### src/rtl/flash_spi_responder_if.sv
// Byte-wide synchronous memory read port between the flash responder
// (master: issues strobes and addresses) and the backing memory (slave).
interface flash_spi_responder_if #(
  parameter int unsigned ADDR_W = 24
);
  logic              mem_rd;
  logic [ADDR_W-1:0] mem_addr;
  logic [7:0]        mem_rdata;

  modport master (output mem_rd, output mem_addr, input mem_rdata);
  modport slave  (input mem_rd, input mem_addr, output mem_rdata);
endinterface

### src/rtl/flash_spi_responder.sv
// SPI flash read responder: oversamples mode-0 SPI pins in the system clock
// domain and answers READ (0x03), READ STATUS (0x05) and JEDEC ID (0x9F).
// READ data is fetched one byte ahead from a synchronous memory read port.
module flash_spi_responder #(
  parameter int unsigned ADDR_W      = 24,
  parameter logic [23:0] JEDEC_ID    = 24'hEF4018,
  parameter logic [7:0]  STATUS_BYTE = 8'h00
) (
  input  logic clock,
  input  logic reset,
  input  logic spi_csb,
  input  logic spi_sck,
  input  logic spi_sdi,
  output logic spi_sdo,
  output logic spi_sdo_oeb,
  flash_spi_responder_if.master mem
);

  typedef enum logic [2:0] {ST_IDLE, ST_CMD, ST_ADDR, ST_DATA, ST_IGNORE} state_t;
  typedef enum logic [1:0] {MD_READ, MD_STATUS, MD_ID} mode_t;

  // Selects one of the JEDEC ID bytes; anything past the third is zero.
  function automatic logic [7:0] id_byte(input logic [1:0] idx);
    logic [7:0] b;
    case (idx)
      2'd0:    b = JEDEC_ID[23:16];
      2'd1:    b = JEDEC_ID[15:8];
      2'd2:    b = JEDEC_ID[7:0];
      default: b = 8'h00;
    endcase
    return b;
  endfunction

  logic              csb_meta_q, csb_sync_q;
  logic              sck_meta_q, sck_sync_q, sck_dly_q;
  logic              sdi_meta_q, sdi_sync_q;
  logic [1:0]        vld_q;
  logic              armed_q, armed_d;
  state_t            state_q, state_d;
  mode_t             mode_q, mode_d;
  logic [4:0]        cnt_q, cnt_d;
  logic [22:0]       shin_q, shin_d;
  logic [ADDR_W-1:0] addr_q, addr_d;
  logic              rd_q, rd_d, rd_dly_q;
  logic [7:0]        nxt_q, nxt_d, out_q, out_d;
  logic              sdo_q, sdo_d, oeb_q, oeb_d;
  logic [1:0]        idx_q, idx_d;
  logic [2:0]        fcnt_q, fcnt_d, rcnt_q, rcnt_d;
  logic              sck_rise_s, sck_fall_s;
  logic [23:0]       rx_s;
  logic              unused_s;

  assign sck_rise_s = sck_sync_q & ~sck_dly_q;
  assign sck_fall_s = ~sck_sync_q & sck_dly_q;
  // Incoming bit appended to what has been shifted in so far.
  assign rx_s       = {shin_q, sdi_sync_q};
  assign unused_s   = ^rx_s;

  assign spi_sdo       = sdo_q;
  assign spi_sdo_oeb   = oeb_q;
  assign mem.mem_rd    = rd_q;
  assign mem.mem_addr  = addr_q;

  // Two-flop synchronizers plus the delayed sck copy used for edge detection.
  // vld_q marks when the synchronized values reflect the real pins.
  always_ff @(posedge clock) begin
    if (reset) begin
      csb_meta_q <= 1'b1;
      csb_sync_q <= 1'b1;
      sck_meta_q <= 1'b0;
      sck_sync_q <= 1'b0;
      sck_dly_q  <= 1'b0;
      sdi_meta_q <= 1'b0;
      sdi_sync_q <= 1'b0;
      vld_q      <= 2'b00;
    end else begin
      csb_meta_q <= spi_csb;
      csb_sync_q <= csb_meta_q;
      sck_meta_q <= spi_sck;
      sck_sync_q <= sck_meta_q;
      sck_dly_q  <= sck_sync_q;
      sdi_meta_q <= spi_sdi;
      sdi_sync_q <= sdi_meta_q;
      vld_q      <= {vld_q[0], 1'b1};
    end
  end

  // Frame FSM state and datapath registers.
  always_ff @(posedge clock) begin
    if (reset) begin
      state_q  <= ST_IDLE;
      mode_q   <= MD_READ;
      armed_q  <= 1'b0;
      cnt_q    <= 5'd0;
      shin_q   <= 23'd0;
      addr_q   <= '0;
      rd_q     <= 1'b0;
      rd_dly_q <= 1'b0;
      nxt_q    <= 8'h00;
      out_q    <= 8'h00;
      sdo_q    <= 1'b0;
      oeb_q    <= 1'b1;
      idx_q    <= 2'd0;
      fcnt_q   <= 3'd0;
      rcnt_q   <= 3'd0;
    end else begin
      state_q  <= state_d;
      mode_q   <= mode_d;
      armed_q  <= armed_d;
      cnt_q    <= cnt_d;
      shin_q   <= shin_d;
      addr_q   <= addr_d;
      rd_q     <= rd_d;
      rd_dly_q <= rd_q;
      nxt_q    <= nxt_d;
      out_q    <= out_d;
      sdo_q    <= sdo_d;
      oeb_q    <= oeb_d;
      idx_q    <= idx_d;
      fcnt_q   <= fcnt_d;
      rcnt_q   <= rcnt_d;
    end
  end

  // Next-state decode: command/address shifting, fetch strobes, output shifting.
  always_comb begin
    state_d = state_q;
    mode_d  = mode_q;
    cnt_d   = cnt_q;
    shin_d  = shin_q;
    addr_d  = addr_q;
    rd_d    = 1'b0;
    out_d   = out_q;
    sdo_d   = sdo_q;
    idx_d   = idx_q;
    fcnt_d  = fcnt_q;
    rcnt_d  = rcnt_q;
    // A frame may only start once csb has genuinely been seen high after reset.
    armed_d = armed_q | (vld_q[1] & csb_sync_q);
    // Memory data arrives one cycle after the strobe; park it in the buffer.
    if (rd_dly_q && (mode_q == MD_READ)) begin
      nxt_d = mem.mem_rdata;
    end else begin
      nxt_d = nxt_q;
    end

    if (!vld_q[1]) begin
      state_d = ST_IDLE;
    end else if (csb_sync_q) begin
      state_d = ST_IDLE;
    end else begin
      case (state_q)
        ST_IDLE: begin
          if (armed_q) begin
            state_d = ST_CMD;
            cnt_d   = 5'd0;
          end else begin
            state_d = ST_IGNORE;
          end
        end
        ST_CMD: begin
          if (sck_rise_s) begin
            shin_d = rx_s[22:0];
            if (cnt_q == 5'd7) begin
              cnt_d  = 5'd0;
              fcnt_d = 3'd0;
              rcnt_d = 3'd0;
              case (rx_s[7:0])
                8'h03: state_d = ST_ADDR;
                8'h05: begin
                  state_d = ST_DATA;
                  mode_d  = MD_STATUS;
                  nxt_d   = STATUS_BYTE;
                end
                8'h9F: begin
                  state_d = ST_DATA;
                  mode_d  = MD_ID;
                  nxt_d   = id_byte(2'd0);
                  idx_d   = 2'd1;
                end
                default: state_d = ST_IGNORE;
              endcase
            end else begin
              cnt_d = cnt_q + 5'd1;
            end
          end else begin
            cnt_d = cnt_q;
          end
        end
        ST_ADDR: begin
          if (sck_rise_s) begin
            shin_d = rx_s[22:0];
            if (cnt_q == 5'd23) begin
              cnt_d   = 5'd0;
              state_d = ST_DATA;
              mode_d  = MD_READ;
              addr_d  = rx_s[ADDR_W-1:0];
              rd_d    = 1'b1;
              fcnt_d  = 3'd0;
              rcnt_d  = 3'd0;
            end else begin
              cnt_d = cnt_q + 5'd1;
            end
          end else begin
            cnt_d = cnt_q;
          end
        end
        ST_DATA: begin
          if (sck_fall_s) begin
            // First fall of a byte loads the buffer; later falls shift it out.
            if (fcnt_q == 3'd0) begin
              sdo_d = nxt_q[7];
              out_d = {nxt_q[6:0], 1'b0};
            end else begin
              sdo_d = out_q[7];
              out_d = {out_q[6:0], 1'b0};
            end
            fcnt_d = fcnt_q + 3'd1;
          end else if (sck_rise_s) begin
            if (rcnt_q == 3'd7) begin
              rcnt_d = 3'd0;
              case (mode_q)
                MD_READ: begin
                  addr_d = addr_q + ADDR_W'(1'b1);
                  rd_d   = 1'b1;
                end
                MD_ID: begin
                  nxt_d = id_byte(idx_q);
                  if (idx_q != 2'd3) begin
                    idx_d = idx_q + 2'd1;
                  end else begin
                    idx_d = idx_q;
                  end
                end
                default: nxt_d = STATUS_BYTE;
              endcase
            end else begin
              rcnt_d = rcnt_q + 3'd1;
            end
          end else begin
            fcnt_d = fcnt_q;
          end
        end
        ST_IGNORE: state_d = ST_IGNORE;
        default:   state_d = ST_IDLE;
      endcase
    end

    // Pin is only driven while serving data.
    if (state_d != ST_DATA) begin
      sdo_d = 1'b0;
    end else begin
      sdo_d = sdo_d;
    end
    oeb_d = (state_d != ST_DATA);
  end

endmodule
### src/flat_wrapper.sv
// flat-port wrapper written by rule: the top's interface ports become plain ports
module flash_spi_responder_flat 
#(
  parameter int unsigned ADDR_W      = 24,
  parameter logic [23:0] JEDEC_ID    = 24'hEF4018,
  parameter logic [7:0]  STATUS_BYTE = 8'h00
)
  (clock, reset, spi_csb, spi_sck, spi_sdi, spi_sdo, spi_sdo_oeb, mem_mem_rd, mem_mem_addr, mem_mem_rdata);
  flash_spi_responder_if #(.ADDR_W(ADDR_W)) mem_i ();
  input  logic clock;
  input  logic reset;
  input  logic spi_csb;
  input  logic spi_sck;
  input  logic spi_sdi;
  output logic spi_sdo;
  output logic spi_sdo_oeb;
  output wire logic [$bits(mem_i.mem_rd)-1:0] mem_mem_rd;
  output wire logic [$bits(mem_i.mem_addr)-1:0] mem_mem_addr;
  input wire logic [$bits(mem_i.mem_rdata)-1:0] mem_mem_rdata;
  assign mem_mem_rd = mem_i.mem_rd;
  assign mem_mem_addr = mem_i.mem_addr;
  assign mem_i.mem_rdata = mem_mem_rdata;
  flash_spi_responder #(.ADDR_W(ADDR_W), .JEDEC_ID(JEDEC_ID), .STATUS_BYTE(STATUS_BYTE)) u_core (.clock(clock), .reset(reset), .spi_csb(spi_csb), .spi_sck(spi_sck), .spi_sdi(spi_sdi), .spi_sdo(spi_sdo), .spi_sdo_oeb(spi_sdo_oeb), .mem(mem_i));
endmodule
### config.mk
export PLATFORM = sky130hd
export DESIGN_NAME = flash_spi_responder_flat
export DESIGN_NICKNAME = d
export VERILOG_FILES = /design/src/rtl/flash_spi_responder_if.sv /design/src/rtl/flash_spi_responder.sv /design/src/flat_wrapper.sv
export SDC_FILE = /design/constraint.sdc
export NUM_CORES = 1
export LEC_CHECK = 0
export ABC_AREA = 1
export CAP_MARGIN = 20
export CORE_UTILIZATION = 63
export DETAILED_ROUTE_END_ITERATION = 8
export GPL_TIMING_DRIVEN = 0
export PLACE_DENSITY = 0.85
export REMOVE_ABC_BUFFERS = 1
export SYNTH_ARGS = -nofsm -noshare
export SYNTH_HDL_FRONTEND = slang
export SYNTH_SLANG_ARGS = --single-unit
### constraint.sdc
create_clock -name clock -period 2.4 [get_ports clock]
set_input_delay 0.36 -clock clock [delete_from_list [all_inputs] [get_ports clock]]
set_output_delay 0.36 -clock clock [all_outputs]
set_load 0.02 [all_outputs]
== Word-level counts from Yosys, hierarchy flattened ==
Index checks and enable logic that the tools add are counted.
Word-level totals
  register bits after elaboration: 95
  input port bits: 13
  word-level logic and storage cells: 157
Operators by class
  $add $sub $neg: 5
  eq/ne operators: 29
  multiplexer cells: 69
  bitwise logic cells: 8
  reductions and logical operators: 22
Operator list (number)
  24-bit 2-to-1 mux: 6
  8-bit 2-to-1 mux: 9
  24-bit case mux with 2 select lines: 1
  8-bit case mux with 2 select lines: 3
  3-bit 2-to-1 mux: 15
  5-bit 2-to-1 mux: 5
  24-bit by 1-bit adder with 24-bit output (second input constant): 1
  2-bit 2-to-1 mux: 12
  8-bit case mux with 3 select lines: 1
  2-bit by 1-bit inequality test with 1-bit output (second input constant): 10
  3-bit case mux with 3 select lines: 2
  9-bit AND reduction: 2
  8-bit AND reduction: 2
  3-bit case mux with 5 select lines: 1
  5-bit case mux with 3 select lines: 1
  2-bit case mux with 2 select lines: 3
  11-bit AND reduction: 1
  8-bit by 2-bit == test with 1-bit output (second input constant): 1
  8-bit by 3-bit == test with 1-bit output (second input constant): 1
  8-bit == test (second input constant): 1
  1-bit 2-to-1 mux: 8
  2-bit inequality test (second input constant): 4
  4-bit AND reduction: 2
  3-bit by 1-bit adder with 3-bit output (second input constant): 2
  other kinds (24): 39

== Depth between registers and ports, before layout ==
Gate-level depths: netlist (run 1).
  depth after elaboration: 10
  mapped depth: 11
  mapped depth without buffers: 10

== Least setup slack after synthesis (run 1) ==
No wires, ideal clock.
  path type: register to register
  from: register u_core.cnt_q[0]
  to: register u_core.addr_q[5], in the netlist u_core.mem.mem_addr[5]
  setup time: 0.070 ns
  arrival time: 1.576 ns
  required time: 2.330 ns
  path slack: 0.754 ns
  cell stages (with the launch flop): 9
  path buffers: 1
  cells stage by stage: dfxtp_1 > ha_1 > nand4_1 > nand2_2 > nand2_1 > nor3_4 > buf_6 > o21ai_0 > a21oi_1
Between the ends
  cells in the longest elaborated chain, start to end: 3
RTL lines
  from (decl): RTL line flash_spi_responder.sv:41  | logic [4:0] cnt_q, cnt_d;
  from (signal assigned): RTL line flash_spi_responder.sv:110  | cnt_q <= cnt_d;
  5-bit == test: RTL line flash_spi_responder.sv:193  | if (cnt_q == 5'd23) begin
  2-bit by 1-bit inequality test with 1-bit output (no source line)
  9-bit AND reduction (no source line)
  to (signal assigned): RTL line flash_spi_responder.sv:112  | addr_q <= addr_d;
  to (decl): RTL line flash_spi_responder.sv:43  | logic [ADDR_W-1:0] addr_q, addr_d;
No other way between the ends.
A chain may end at the register's enable or synchronous reset.

== Worst setup path after layout (run 1) ==
  from: register u_core.rcnt_q[0]
  to: register u_core.addr_q[16], in the netlist u_core.mem.mem_addr[16]
Between the ends
  cells in the longest elaborated chain, start to end: 3
RTL lines
  from (decl): RTL line flash_spi_responder.sv:48  | logic [2:0] fcnt_q, fcnt_d, rcnt_q, rcnt_d;
  from (signal assigned): RTL line flash_spi_responder.sv:121  | rcnt_q <= rcnt_d;
  3-bit == test: RTL line flash_spi_responder.sv:220  | if (rcnt_q == 3'd7) begin
  2-bit by 1-bit inequality test with 1-bit output (no source line)
  9-bit AND reduction (no source line)
No other way between the ends.

==> flow_summary.json, run 1 <==
{
  "cts.clk_slew.worst_paths_ps": 100,
  "finalSetupViolations": 0,
  "fin_hold_ws_ps": 412.4,
  "fp.dieArea_mm2": 0.008343,
  "skew_ps": 8.901,
  "ioPinCount": 40,
  "drt-wirelength-per-cell_um": 14.48,
  "cts.path.max_buffers": 2,
  "ys_warn_count": 0,
  "crit_path_start_kind": "flip-flop",
  "arrival_ps": 2520,
  "start_util_pct": 65.07,
  "core-area_mm2": 0.007727,
  "hp-start": "u_core.sck_meta_q",
  "reg2regPathDepth": 11,
  "report.final.hold_viol_count": 0,
  "path_max_fanout": 19,
  "drv_slew": 0,
  "grt_setup_unrepaired": "no",
  "grtUsageTotal_pct": 32.90,
  "slew_headroom_pct": 40.73,
  "postLayoutCoreUtil_pct": 74.79,
  "path_class": "flip-flop to flip-flop",
  "row_count": 32,
  "cp-end-kind": "flip-flop",
  "timing.fmax_mhz": 451.1,
  "hpwl_um": 9186,
  "die_y_um": 91.34,
  "worst_slew_pin_slew_ps": 889.1,
  "worstHoldPathType": "flip-flop to flip-flop",
  "grt_pass1_wl_um": 21890,
  "setup_tns_ps": 0,
  "period_share_pct": 92.37,
  "slowest_delay_ps": 390,
  "cts-root-buf": "clkbuf_8",
  "cts_max_level": 3,
  "regArea_mm2": 0.001882,
  "drt-total-wl_um": 13490,
  "area_growth_pct": 14.93,
  "die_w_um": 91.34,
  "finalPower_mw": 2.678,
  "dr.first_iter.drc_count": 478,
  "overflow": 0,
  "cts_tree": "built",
  "cts_hold_buf": 0,
  "antenna_found_initial": 0,
  "vias": 5280,
  "slowest_stage": "dfxtp_1",
  "syn-cell-area_mm2": 0.005029,
  "ant_nets": 0,
  "maxCapViolCount": 0,
  "path_cells": "ha_1 > ha_1 > nand2_1 > nand2_1 > inv_1 > nor2_1 > nand3_2 > buf_16 > nor2_1 > nand2_1 > a21oi_1",
  "ir_drop_mv": 0.4249,
  "netlist_instances": 786,
  "reg2reg_from": "u_core.rcnt_q[0]",
  "r2r_end": "u_core.mem.mem_addr[16]",
  "cts_sinks": 94,
  "yosys.cell_types.count": 30,
  "cts_buffers": 9,
  "min_to": "u_core.sck_sync_q",
  "multi_input_area_mm2": 0.002788,
  "via_per_inst": 5.665,
  "fin_cells": 932,
  "seq_area_frac_synth_pct": 37.42,
  "p_leak_nw": 2.120,
  "fill_cells": 637,
  "n_antenna_cell": 0,
  "status": "complete, no violations",
  "hold_depth": 2,
  "firstDrtPassIters": 5,
  "gp_congestion": 0.9460,
  "cp.required_ps": 2700,
  "drive_above_1_share_pct": 5.783,
  "fin_crit_ps": 2217,
  "dp.cells": 907,
  "grt_pass1_vias": 4727,
  "rrSetupSlack_ps": 180,
  "cpMostUsedCell": "nand2_1",
  "drc": 0,
  "grt_max_degree": 42,
  "ys_ff_latch": 94,
  "syn_area_per_cell_um2": 6.398,
  "nNetsFinal": 850,
  "clkLatencyLatePin_ps": 370,
  "power.density_mw_per_mm2": 463.4,
  "portBuffers": 39
}
worst max-delay path, delay by kind of cell (launching register included):
family,cells,cell delay [ps]
buf+inv,2,320
compound gates,1,110
fa+ha+maj,2,500
flops,1,390
simple gates,6,840
report_power, final:
group	internal, mW	total (mW)	switching (mW)
clock	0.399	1.02	0.621
sequential	1.57	1.57	0.00527
combinational	0.0341	0.0860	0.0519
total	2.00	2.68	0.678
cell type report:
cell class,count,share of cell area (%)
timing repair buffer,48,8.898
tap,102,2.208
clock buffer,9,2.143
multi-input combinational,598,48.24
clock inverter,7,1.082
sequential,94,32.56
inverter,74,4.871
synth_stat cells:
library cell  instances  area, um2
nand2_1             188      705.7
nor2_1              158      593.1
dfxtp_1              94       1882
inv_1                70      262.8
o21ai_0              66      330.3
a21oi_1              64      320.3
nand3_1              49      245.2
nand4_1              14      87.58
ha_1                 12      150.1
clkbuf_1             11      41.29
nor3_1               10      50.05
buf_2                 7      35.03
mux2i_1               5      50.05
or2_2                 5      31.28
nand3b_1              4      30.03
buf_1                 3      11.26
nand2_2               3      18.77
nor2_2                3      18.77
o21bai_1              3      22.52
xor2_1                3      26.28
clkinv_1              2      7.510
inv_2                 2      7.510
mux2_2                2      22.52
nor2_4                2      22.52
a211oi_1              1      7.510
and2_1                1      6.260
buf_6                 1      11.26
nor3_4                1      16.27
nor3b_1               1      7.510
o211ai_1              1      7.510
per-layer routing:
metal  vias up  part of all wire (%)  track usage (%)
met2       220                    47            54.80
li1       2615                     -                -
met4         0                   1.7            11.77
met3        22                   8.3            6.281
met5         -                     0                0
met1      2423                    43            42.44
how the worst max path moves through the flow:
stage	endpoint	startpoint
finish	u_core.mem.mem_addr[16]	u_core.rcnt_q[0]
global placement	u_core.nxt_q[1]	reset
global route	u_core.mem.mem_addr[16]	u_core.rcnt_q[0]
CTS	u_core.mem.mem_addr[16]	u_core.state_q[0]
detailed placement	u_core.mem.mem_addr[7]	u_core.state_q[0]
floorplan	u_core.mem.mem_addr[0]	u_core.state_q[0]
per-stage QoR:
stage          cell area, um2  setup slack, ps
2_1_floorplan            4930            244.1
3_3_place_gp             5448            -1888
3_5_place_dp             5490           -436.1
4_1_cts                  5689            27.41
5_1_grt                  5779            14.90
6_report                 5779            183.2
state kept, by name, indices dropped and copies added, names as in the netlist, 2 cells and up:
name,flops
u_core.vld_q,2
u_core.state_q,3
u_core.mem.mem_addr,24
u_core.mode_q,2
u_core.idx_q,2
u_core.cnt_q,5
u_core.shin_q,23
u_core.nxt_q,8
u_core.rcnt_q,3
u_core.fcnt_q,3
u_core.out_q,7
logic make-up after synthesis:
family | after synthesis | synth area share [%]
fa+ha+maj | 12 | 2.986
mux | 7 | 1.443
xor+xnor | 3 | 0.5226
buf+inv | 96 | 7.489
compound gates | 135 | 13.69
flops | 94 | 37.42
simple gates | 439 | 36.45
cell usage in the layout, fill, tap and decap left out, drive strengths merged:
master and count:
nand3 49, mux2i 5, o21ai 66, or2 5, and2 1, clkinv 3
clkbuf 9, nor3 11, a21oi 64, nor2 165, dfxtp 94, xor2 3
nor3b 1, clkinvlp 2, ha 12, inv 76, buf 10, nand4 14
mux2 2, nand3b 4, o211ai 1, nand2 191, a211oi 1, clkdlybuf4s50 38
o21bai 3
repair_timing:
action                     CTS  global route
pin swaps                    1             2
resized for setup            0             2
cloned                       2             0
buffers inserted             0             6
setup endpoints to repair   50            39
No activity file was read; power rests on OpenSTA's default activity.
==> run 2, diff against run 1 <==
--- a/config.mk
+++ b/config.mk
@@ -7,10 +7,10 @@
 export LEC_CHECK = 0
 export ABC_AREA = 1
 export CAP_MARGIN = 20
-export CORE_UTILIZATION = 63
+export CORE_UTILIZATION = 58
 export DETAILED_ROUTE_END_ITERATION = 8
 export GPL_TIMING_DRIVEN = 0
-export PLACE_DENSITY = 0.85
+export PLACE_DENSITY = 0.79
 export REMOVE_ABC_BUFFERS = 1
 export SYNTH_ARGS = -nofsm -noshare
 export SYNTH_HDL_FRONTEND = slang
==> constraint.sdc (replaced) <==
create_clock -name clock -period 2.3 [get_ports clock]
set_input_delay 0.345 -clock clock [delete_from_list [all_inputs] [get_ports clock]]
set_output_delay 0.345 -clock clock [all_outputs]
set_load 0.02 [all_outputs]
==> run 2 against run 1 <==
- sequential share of layout area increased by 0.071 points
- first-iteration DRC count is 13% lower
- critical path depth shrank 6
- clock power increased by 20%
- sequential cell count is the same
- worst setup slack improved by 3.6 ps
- register-to-register slack hardly changed
- combinational power rose by 5.0%
- largest power group unchanged
==> flow_summary.json, run 2 (synthesis results as in run 1) <==
{
  "grt_max_degree": 42,
  "nNetsFinal": 847,
  "power.density_mw_per_mm2": 510.8,
  "ir_drop_mv": 0.4711,
  "cts_sinks": 94,
  "worstHoldPathType": "flip-flop to flip-flop",
  "fin_hold_ws_ps": 407.7,
  "fill_cells": 742,
  "finalSetupViolations": 0,
  "largest_reg_flops": 24,
  "grt_pass1_wl_um": 22030,
  "period_share_pct": 91.88,
  "die_y_um": 95.11,
  "drv_slew": 0,
  "hpwl_um": 9214,
  "grt_pass1_vias": 4711,
  "slew_headroom_pct": 26.05,
  "vias": 5195,
  "report.final.hold_viol_count": 0,
  "critPathCapture": "u_core.mem.mem_addr[16]",
  "row_count": 33,
  "p_leak_nw": 2.112,
  "grtUsageTotal_pct": 31.28,
  "fp.dieArea_mm2": 0.009046,
  "portBuffers": 39,
  "stdcell_area_mm2": 0.005767,
  "dp.cells": 910,
  "drive_above_1_share_pct": 5.320,
  "cpMostUsedCell": "nand2_1",
  "path_max_fanout": 23,
  "overflow": 0,
  "rrSetupSlack_ps": 190,
  "crit_path_start_kind": "flip-flop",
  "startpoint": "u_core.state_q[0]",
  "firstDrtPassIters": 5,
  "skew_ps": 12.63,
  "ioPinCount": 40,
  "n_antenna_cell": 0,
  "drt-wirelength-per-cell_um": 14.42,
  "antenna_found_initial": 0,
  "combinationalPowerShare_pct": 3.1,
  "r2r_end": "u_core.mem.mem_addr[16]",
  "switching_share_pct": 22.37,
  "placed_cell_area_mm2": 0.005482,
  "netSwitchingPower_uw": 659.0,
  "cp.required_ps": 2510,
  "cts_buffers": 9,
  "drt-total-wl_um": 13440,
  "layout_common_cells": "188 x nand2_1, 157 x nor2_1, 94 x dfxtp_1",
  "final_common_cell": "nand2_1",
  "fin_cells": 932,
  "area_growth_pct": 14.68,
  "cts-root-buf": "clkbuf_8",
  "cts.clk_slew.worst_paths_ps": 100,
  "clkPwrFrac_pct": 41.3,
  "drc": 0,
  "p_int_mw": 2.286,
  "seq_power_share_pct": 55.7,
  "setup_ws_ps": 186.7,
  "via_per_inst": 5.574,
  "slowest_delay_ps": 910,
  "dr.first_iter.drc_count": 415,
  "start_util_pct": 60.59,
  "slowest_stage": "nor2_2",
  "ant_nets": 0,
  "path_class": "flip-flop to flip-flop",
  "gp_congestion": 0.8965,
  "worst_slew_pin_slew_ps": 1108,
  "grt_setup_unrepaired": "no",
  "cts_max_level": 3,
  "cts_hold_buf": 0,
  "cts_tree": "built",
  "clkLatencyLatePin_ps": 370,
  "reg2regPathDepth": 5,
  "arrival_ps": 2330,
  "cp-end-kind": "flip-flop",
  "cts.path.max_buffers": 2,
  "dp_slack_ps": -512.6,
  "reg2reg_from": "u_core.state_q[0]",
  "fin_crit_ps": 2113,
  "timing.fmax_mhz": 473.2,
  "core-area_mm2": 0.008299,
  "maxCapViolCount": 0,
  "die_w_um": 95.11,
  "status": "complete, no violations",
  "path_cells": "nand2_1 > nor2_2 > nand3_1 > nand2_1 > a21oi_1"
}
run 2: per-layer routing:
metal	global-route usage (%)	wire length [um]	vias to the layer above	part of all wire (%)
met2	51.31	6186	179	46
met3	6.699	902	13	6.7
li1	-	-	2605	-
met4	6.187	115	0	0.86
met5	0	0	-	0
met1	42.30	6237	2398	46
run 2: layout make-up:
cell class | count | area [um2] | share of cell area, %
clock inverter | 5 | 81.33 | 1.410
inverter | 74 | 280.3 | 4.860
multi-input combinational | 598 | 2798 | 48.51
timing repair buffer | 45 | 462.9 | 8.028
tap | 105 | 131.4 | 2.278
clock buffer | 11 | 131.4 | 2.278
sequential | 94 | 1882 | 32.63
run 2: per-stage QoR:
stage / setup TNS (ps) / utilization, % / total power [mW]
after floorplan: 0 / - / 1.716
after global placement: -106010 / 65.69 / 1.762
after detailed placement: -15440 / 66.05 / 1.767
after CTS: 0 / 68.84 / 2.960
after global routing: 0 / 69.49 / 3.038
final: 0 / 69.49 / 2.945
run 2: repair_timing:
action                                 in CTS  in global routing
setup endpoints to repair                  67                 40
pin swaps                                   1                  2
endpoints found under the hold margin       0                  0
cloned                                      2                  0
setup buffers                               0                  4
resized for setup                           2                  3
run 2: worst min-delay path by stage:
stage | start | endpoint | slack, ps | cells past startpoint
2_1_floorplan | u_core.sck_meta_q | u_core.sck_sync_q | 390 | 2
3_3_place_gp | u_core.vld_q[0] | u_core.vld_q[1] | 390 | 2
3_5_place_dp | u_core.csb_meta_q | u_core.csb_sync_q | 400 | 1
4_1_cts | u_core.csb_meta_q | u_core.csb_sync_q | 400 | 1
5_1_grt | u_core.csb_meta_q | u_core.csb_sync_q | 420 | 1
6_report | u_core.csb_meta_q | u_core.csb_sync_q | 410 | 1
run 2: worst max-delay path, delay by kind of cell (launching register included):
| family | cells | cell delay (ps) |
|---|---|---|
| flops | 1 | 470 |
| simple gates | 4 | 1430 |
| compound gates | 1 | 60 |
run 2: power by group through the flow:
stage	logic, mW	registers, mW	clock network (mW)
5_1_grt	0.101	1.64	1.30
2_1_floorplan	0.0400	1.68	0
4_1_cts	0.0893	1.64	1.23
6_report	0.0903	1.64	1.22
3_3_place_gp	0.0849	1.68	0
3_5_place_dp	0.0888	1.68	0
